$ cat src/rtl/fc_pkg.sv
`timescale 1ns/1ps
// Shared definitions for the fully connected layer output path.
package fc_pkg;

    localparam int DW = 8;

    typedef logic [DW-1:0] fc_elem_t;

    typedef enum logic {
        IDLE,
        STREAM
    } fc_stream_state_e;

endpackage

$ cat src/rtl/fc_output_streamer_if.sv
`timescale 1ns/1ps
// Bundles the parallel vector input and the element-serial output stream of fc_output_streamer.
interface fc_output_streamer_if #(
    parameter int M  = 5,
    parameter int DW = fc_pkg::DW,
    parameter int IW = $clog2(M)
);

    logic            vec_valid;
    logic            vec_ready;
    logic [M*DW-1:0] vec_data;
    logic            out_valid;
    logic            out_ready;
    logic [DW-1:0]   out_data;
    logic [IW-1:0]   out_index;
    logic            out_last;
    logic [IW-1:0]   out_argmax;

    // The master feeds vectors and consumes the stream; the streamer is the slave.
    modport master (
        output vec_valid, vec_data, out_ready,
        input  vec_ready, out_valid, out_data, out_index, out_last, out_argmax
    );

    modport slave (
        input  vec_valid, vec_data, out_ready,
        output vec_ready, out_valid, out_data, out_index, out_last, out_argmax
    );

endinterface

$ cat src/rtl/fc_argmax_tracker.sv
`timescale 1ns/1ps
// Running maximum over the accepted beats of one vector; reports the argmax
// including the candidate currently on the bus.
module fc_argmax_tracker #(
    parameter int DW = fc_pkg::DW,
    parameter int IW = 3
) (
    input  logic          clk,
    input  logic          rst_n,
    input  logic          clear_i,
    input  logic          update_i,
    input  logic [DW-1:0] data_i,
    input  logic [IW-1:0] index_i,
    output logic [IW-1:0] argmax_o
);
    import fc_pkg::*;

    logic [DW-1:0] run_max_q, run_max_d;
    logic [IW-1:0] run_idx_q, run_idx_d;

    // Strict greater-than keeps the earliest index on ties; index 0 always seeds the max.
    always_comb begin
        run_max_d = run_max_q;
        run_idx_d = run_idx_q;
        if (clear_i) begin
            run_max_d = '0;
            run_idx_d = '0;
        end else if (update_i && ((data_i > run_max_q) || (index_i == '0))) begin
            run_max_d = data_i;
            run_idx_d = index_i;
        end
    end

    always_ff @(posedge clk) begin
        if (!rst_n) begin
            run_max_q <= '0;
            run_idx_q <= '0;
        end else begin
            run_max_q <= run_max_d;
            run_idx_q <= run_idx_d;
        end
    end

    assign argmax_o = (data_i > run_max_q) ? index_i : run_idx_q;

endmodule

$ cat src/rtl/fc_output_streamer.sv
`timescale 1ns/1ps
// Captures an M-wide result vector and replays it one element per handshake,
// tagging each beat with its index and the final beat with the vector argmax.
module fc_output_streamer #(
    parameter int M  = 5,
    parameter int DW = fc_pkg::DW,
    parameter int IW = $clog2(M)
) (
    input logic                clk,
    input logic                rst_n,
    fc_output_streamer_if.slave bus
);
    import fc_pkg::*;

    localparam logic [IW-1:0] LAST = IW'(M - 1);

    fc_stream_state_e     state_q, state_d;
    logic [IW-1:0]        cnt_q, cnt_d;
    logic [M-1:0][DW-1:0] buf_q;
    logic                 capture;
    logic                 clear;
    logic                 update;
    logic [DW-1:0]        cur;
    logic [IW-1:0]        argmax;

    assign cur = buf_q[cnt_q];

    always_ff @(posedge clk) begin
        if (!rst_n) begin
            state_q <= IDLE;
            cnt_q   <= '0;
        end else begin
            state_q <= state_d;
            cnt_q   <= cnt_d;
        end
    end

    // Buffer contents after reset are irrelevant; it is only read in STREAM.
    always_ff @(posedge clk) begin
        if (capture) begin
            buf_q <= bus.vec_data;
        end
    end

    always_comb begin
        state_d = state_q;
        cnt_d   = cnt_q;
        capture = 1'b0;
        clear   = 1'b0;
        update  = 1'b0;
        unique case (state_q)
            IDLE: begin
                if (bus.vec_valid) begin
                    capture = 1'b1;
                    clear   = 1'b1;
                    cnt_d   = '0;
                    state_d = STREAM;
                end
            end
            STREAM: begin
                if (bus.out_ready) begin
                    update = 1'b1;
                    if (cnt_q == LAST) begin
                        state_d = IDLE;
                    end else begin
                        cnt_d = cnt_q + IW'(1);
                    end
                end
            end
            default: state_d = IDLE;
        endcase
    end

    fc_argmax_tracker #(
        .DW(DW),
        .IW(IW)
    ) u_tracker (
        .clk      (clk),
        .rst_n    (rst_n),
        .clear_i  (clear),
        .update_i (update),
        .data_i   (cur),
        .index_i  (cnt_q),
        .argmax_o (argmax)
    );

    // Outputs are decoded from registers only, and forced to zero outside STREAM.
    assign bus.vec_ready  = (state_q == IDLE);
    assign bus.out_valid  = (state_q == STREAM);
    assign bus.out_data   = (state_q == STREAM) ? cur : '0;
    assign bus.out_index  = (state_q == STREAM) ? cnt_q : '0;
    assign bus.out_last   = (state_q == STREAM) && (cnt_q == LAST);
    assign bus.out_argmax = ((state_q == STREAM) && (cnt_q == LAST)) ? argmax : '0;

endmodule

$ cat src/flat_wrapper.sv
// flat-port wrapper written by rule: the top's interface ports become plain ports
module fc_output_streamer_flat import fc_pkg::*;
#(
    parameter int M  = 5,
    parameter int DW = fc_pkg::DW,
    parameter int IW = $clog2(M)
)
  (clk, rst_n, bus_vec_valid, bus_vec_data, bus_out_ready, bus_vec_ready, bus_out_valid, bus_out_data, bus_out_index, bus_out_last, bus_out_argmax);
  fc_output_streamer_if #(.M(M), .DW(DW), .IW(IW)) bus_i ();
  input logic clk;
  input logic rst_n;
  input wire logic [$bits(bus_i.vec_valid)-1:0] bus_vec_valid;
  input wire logic [$bits(bus_i.vec_data)-1:0] bus_vec_data;
  input wire logic [$bits(bus_i.out_ready)-1:0] bus_out_ready;
  output wire logic [$bits(bus_i.vec_ready)-1:0] bus_vec_ready;
  output wire logic [$bits(bus_i.out_valid)-1:0] bus_out_valid;
  output wire logic [$bits(bus_i.out_data)-1:0] bus_out_data;
  output wire logic [$bits(bus_i.out_index)-1:0] bus_out_index;
  output wire logic [$bits(bus_i.out_last)-1:0] bus_out_last;
  output wire logic [$bits(bus_i.out_argmax)-1:0] bus_out_argmax;
  assign bus_i.vec_valid = bus_vec_valid;
  assign bus_i.vec_data = bus_vec_data;
  assign bus_i.out_ready = bus_out_ready;
  assign bus_vec_ready = bus_i.vec_ready;
  assign bus_out_valid = bus_i.out_valid;
  assign bus_out_data = bus_i.out_data;
  assign bus_out_index = bus_i.out_index;
  assign bus_out_last = bus_i.out_last;
  assign bus_out_argmax = bus_i.out_argmax;
  fc_output_streamer #(.M(M), .DW(DW), .IW(IW)) u_core (.clk(clk), .rst_n(rst_n), .bus(bus_i));
endmodule
$ cat config.mk
export PLATFORM = sky130hd
export DESIGN_NAME = fc_output_streamer_flat
export DESIGN_NICKNAME = d
export VERILOG_FILES = /design/src/rtl/fc_pkg.sv /design/src/rtl/fc_output_streamer_if.sv /design/src/rtl/fc_argmax_tracker.sv /design/src/rtl/fc_output_streamer.sv /design/src/flat_wrapper.sv
export SDC_FILE = /design/constraint.sdc
export NUM_CORES = 1
export LEC_CHECK = 0
export ABC_AREA = 1
export CORE_ASPECT_RATIO = 0.6
export CORE_MARGIN = 5
export CORE_UTILIZATION = 51
export CTS_BUF_LIST = sky130_fd_sc_hd__clkbuf_8
export CTS_CLUSTER_SIZE = 20
export DETAILED_ROUTE_END_ITERATION = 10
export GPL_TIMING_DRIVEN = 1
export PLACE_DENSITY = 0.8
export SETUP_SLACK_MARGIN = 0.2
export SYNTH_ARGS = -nofsm -noshare
export SYNTH_HDL_FRONTEND = slang
export SYNTH_SLANG_ARGS = --single-unit
$ cat constraint.sdc
create_clock -name clk -period 4.3 [get_ports clk]
set_clock_uncertainty 0.15 [all_clocks]
set_input_delay 1.29 -clock clk [delete_from_list [all_inputs] [get_ports clk]]
set_output_delay 1.29 -clock clk [all_outputs]
set_load 0.05 [all_outputs]
==> run metrics <==
drt initial violations=141; DIE WIDTH=102.2 µm; CP Depth=19; largest net degree at the start of global routing=41; Reg-to-Reg Start=u_core.cnt_q[0]$_SDFFE_PN0P_; Setup TNS=0 ns; CTS Sinks=55; clock slew at reported path FFs=0.09 ns; initial antenna violation count=0; clock share of power=24.9%; Power per Cell Area=325.3 nW/µm²; synthesized area=2602 µm²; Filler cells=380; Logic pwr share=21.0%; Leakage=1.417 nW; CP Capture Point=bus_out_argmax[1]; IO Count=61; Synth Register Bits=55; Max Cap Viol=0; Syn Nets=342; CP required=2.86 ns; Post-route DRC=0; final slew viol count=0; critical path startpoint category=register; PnR Total Power=0.001139 W; crit-path most repeated cell=nand2_1; worst relative slew slack=39.21%; fin cells=422; Final Critical Period=3.992 ns; Mapped Avg Cell Area=9.036 µm²; Syn-to-layout area delta=34.57%; yosys warns=0; critical path fanouts, max=8; global-route wire length before repair=9.266 mm; worst r2r path cells=20; final antenna-violating net count=0; Via Count=2,171; worst path cell trace=clkinv_8, nor2_4, nor2_1, o21ai_1, nand2_1, a21oi_2, inv_2, ha_4, nand2_1, nand2_1, nand2_1, nand2_1, nand2_1, nand2_1, nand2_2, inv_2, nand2_1, a21oi_2, buf_12; critical path's slowest cell=dfxtp_4; NetSw=0.0003209 W; sw frac=28.17%; delay-heaviest family, CP=simple AND/OR/NAND/NOR gates; CP arrival=2.55 ns; Nets=409; minimum hold slack=0.3420 ns; GRT Total Usage=18.12%; via density per instance=5.145; Final period util=92.83%; sequential power share=54.1%; Rows=20; htree depth=2; finished layout cell area=3502 µm²; DRT Pass-1 Iters=6; outcome=complete, no violations; origin of the worst setup path=u_core.cnt_q[0]$_SDFFE_PN0P_; drt wl/cell=14.36 µm; Final Hold Violating Endpoints=0; min-delay src=u_core.u_tracker.run_max_q[3]$_SDFFE_PP0P_; Hold/Removal Path Class=reg2reg; die area=6679 µm²; Max Clk Rate=250.5 MHz; layout cells sized above 1=13.20%; Clk Latency, worst-skew pair=0.31 ns; Starting Density=52.00%; vias in the first global route=2,008; crit path buf inv count=4; Worst-Margin Slew=0.9085 ns; critical path type=reg2out; Finish-stage setup viols=0; Die Y=65.34 µm; sequential area share after synthesis=57.69%; capture point of the worst reg-to-reg path=u_core.u_tracker.run_max_q[4]$_SDFFE_PP0P_; Int Pwr=0.0008182 W; RSZ-0062 raised after global routing=no; CP max stage delay=0.44 ns; Post-Syn Instances=288; post-synthesis cell type count=20; Critical Path Sink Type=primary output; CTS tree=yes; IO buf count=60; reg2reg setup slack=1.57 ns; DPL Wire Length=4.233 mm; Post-DP Area=3264 µm²; total wire length=6.059 mm; root buf cell=clkbuf_8; placed instance count=404; VDD IR-drop max=0.1935 mV; ant diodes=0; CTS buffer count=5; gr ovfl total=0; GPL Wtd Cong=0.8892; core area=5005 µm²; Clock Path Buffers=2
worst min-delay path: cells and delay by family (launching register included):
kind | cells | cell delay, ns
AO/OA/AOI/OAI | 1 | 0.04
AND/OR/NAND/NOR | 1 | 0.08
flip-flops | 1 | 0.34
placed cells by master, fill, tap and decap left out:
cell,synthesis,routed
nand2_1,73,71
a21o_1,1,1
buf_12,0,3
buf_6,3,1
dfxtp_1,15,13
ha_1,10,8
a21oi_2,1,3
nor2_1,32,29
inv_2,3,6
edfxtp_1,40,40
clkinv_8,0,1
buf_4,0,12
dfxtp_4,0,2
o21ai_1,1,2
nand4_1,1,1
inv_6,0,1
clkdlybuf4s50_1,0,57
nand3_1,39,39
o21a_1,1,1
o21ai_0,4,3
clkinvlp_4,0,1
clkbuf_8,0,5
nor2_2,0,1
clkinv_2,0,2
a21oi_1,19,17
nor2_4,1,3
inv_1,32,27
ha_4,0,2
nand2_2,2,4
synthesized netlist by cell type (all sizes together):
library cell,count,area [µm²]
a21o,1,7.510
clkbuf,2,7.510
nor2,33,131.4
nand2,75,286.5
o21a,1,7.510
ha,10,125.1
edfxtp,40,1201
a21oi,20,103.9
buf,11,73.82
inv,35,131.4
dfxtp,15,300.3
nand4,1,6.260
nand3,39,195.2
o21ai,5,25.02
power by group through the flow:
| stage | Clock, W | Combinational, W | Sequential [W] |
|---|---|---|---|
| after detailed placement | 0 | 0.000215 | 0.000627 |
| after global routing | 0.000312 | 0.000264 | 0.000619 |
| after CTS | 0.000293 | 0.000216 | 0.000615 |
| final | 0.000283 | 0.000240 | 0.000616 |
| after floorplan | 0 | 0.000135 | 0.000625 |
| after global placement | 0 | 0.000210 | 0.000626 |
per-stage QoR:
step                setup WS (ns)  utilization (%)
floorplan                  0.3886                -
finish                     0.3084            69.98
CTS                        0.2303            67.13
global placement           0.4589            65.23
detailed placement         0.3366            65.23
global route              0.09341            69.98
cell type report:
class | instances | area (µm²) | share of cell area [%]
Clock inverter | 3 | 18.77 | 0.5359
Tap cell | 66 | 82.58 | 2.358
Timing Repair Buffer | 73 | 732.0 | 20.90
Multi-Input combinational cell | 185 | 943.4 | 26.94
Sequential cell | 55 | 1509 | 43.09
Inverter | 35 | 147.6 | 4.216
Clock buffer | 5 | 68.82 | 1.965
cells by family (layout without fill, tap and decap cells):
logic type / after synthesis / count (layout) / share of synthesized area [%]
AND/OR/NAND/NOR: 148 / 148 / 23.80
flip-flops: 55 / 55 / 57.69
buffers and inverters: 48 / 116 / 8.173
AO/OA/AOI/OAI: 27 / 27 / 5.529
adder cells (fa/ha/maj): 10 / 10 / 4.808
registers in the layout (all words and copies together), names as in the netlist:
signal and cells:
u_core.buf_q 40, u_core.u_tracker.run_max_q 8, u_core.cnt_q 3, u_core.u_tracker.run_idx_q 3, u_core.bus.out_valid 1
layer usage:
metal,part of all wire [%],global-route usage (%),vias to the layer above
li1,-,-,1074
met1,42,24.73,985
met2,46,28.32,103
met3,10,5.620,9
met4,1.3,4.419,0
met5,0,0,-
worst min-delay path by stage:
stage,end,slack (ns),cells past startpoint
after global routing,u_core.u_tracker.run_max_q[2]$_SDFFE_PP0P_,0.39,2
after detailed placement,u_core.u_tracker.run_idx_q[0]$_SDFFE_PP0P_,0.32,2
final,u_core.u_tracker.run_max_q[3]$_SDFFE_PP0P_,0.34,2
after floorplan,u_core.u_tracker.run_max_q[1]$_SDFFE_PP0P_,0.30,2
after global placement,u_core.u_tracker.run_max_q[3]$_SDFFE_PP0P_,0.31,2
after CTS,u_core.u_tracker.run_idx_q[0]$_SDFFE_PP0P_,0.34,2
what timing repair did:
item                                    4_1_cts  5_1_grt
pin swaps                                     0        6
buffers inserted                              0       10
endpoints found under the setup margin        3        3
hold buffers                                  0        0
gates resized for setup                       5       21
endpoints found under the hold margin         0        0
cloned                                        0        0
Note: power is estimated with default switching activity, not from simulation.
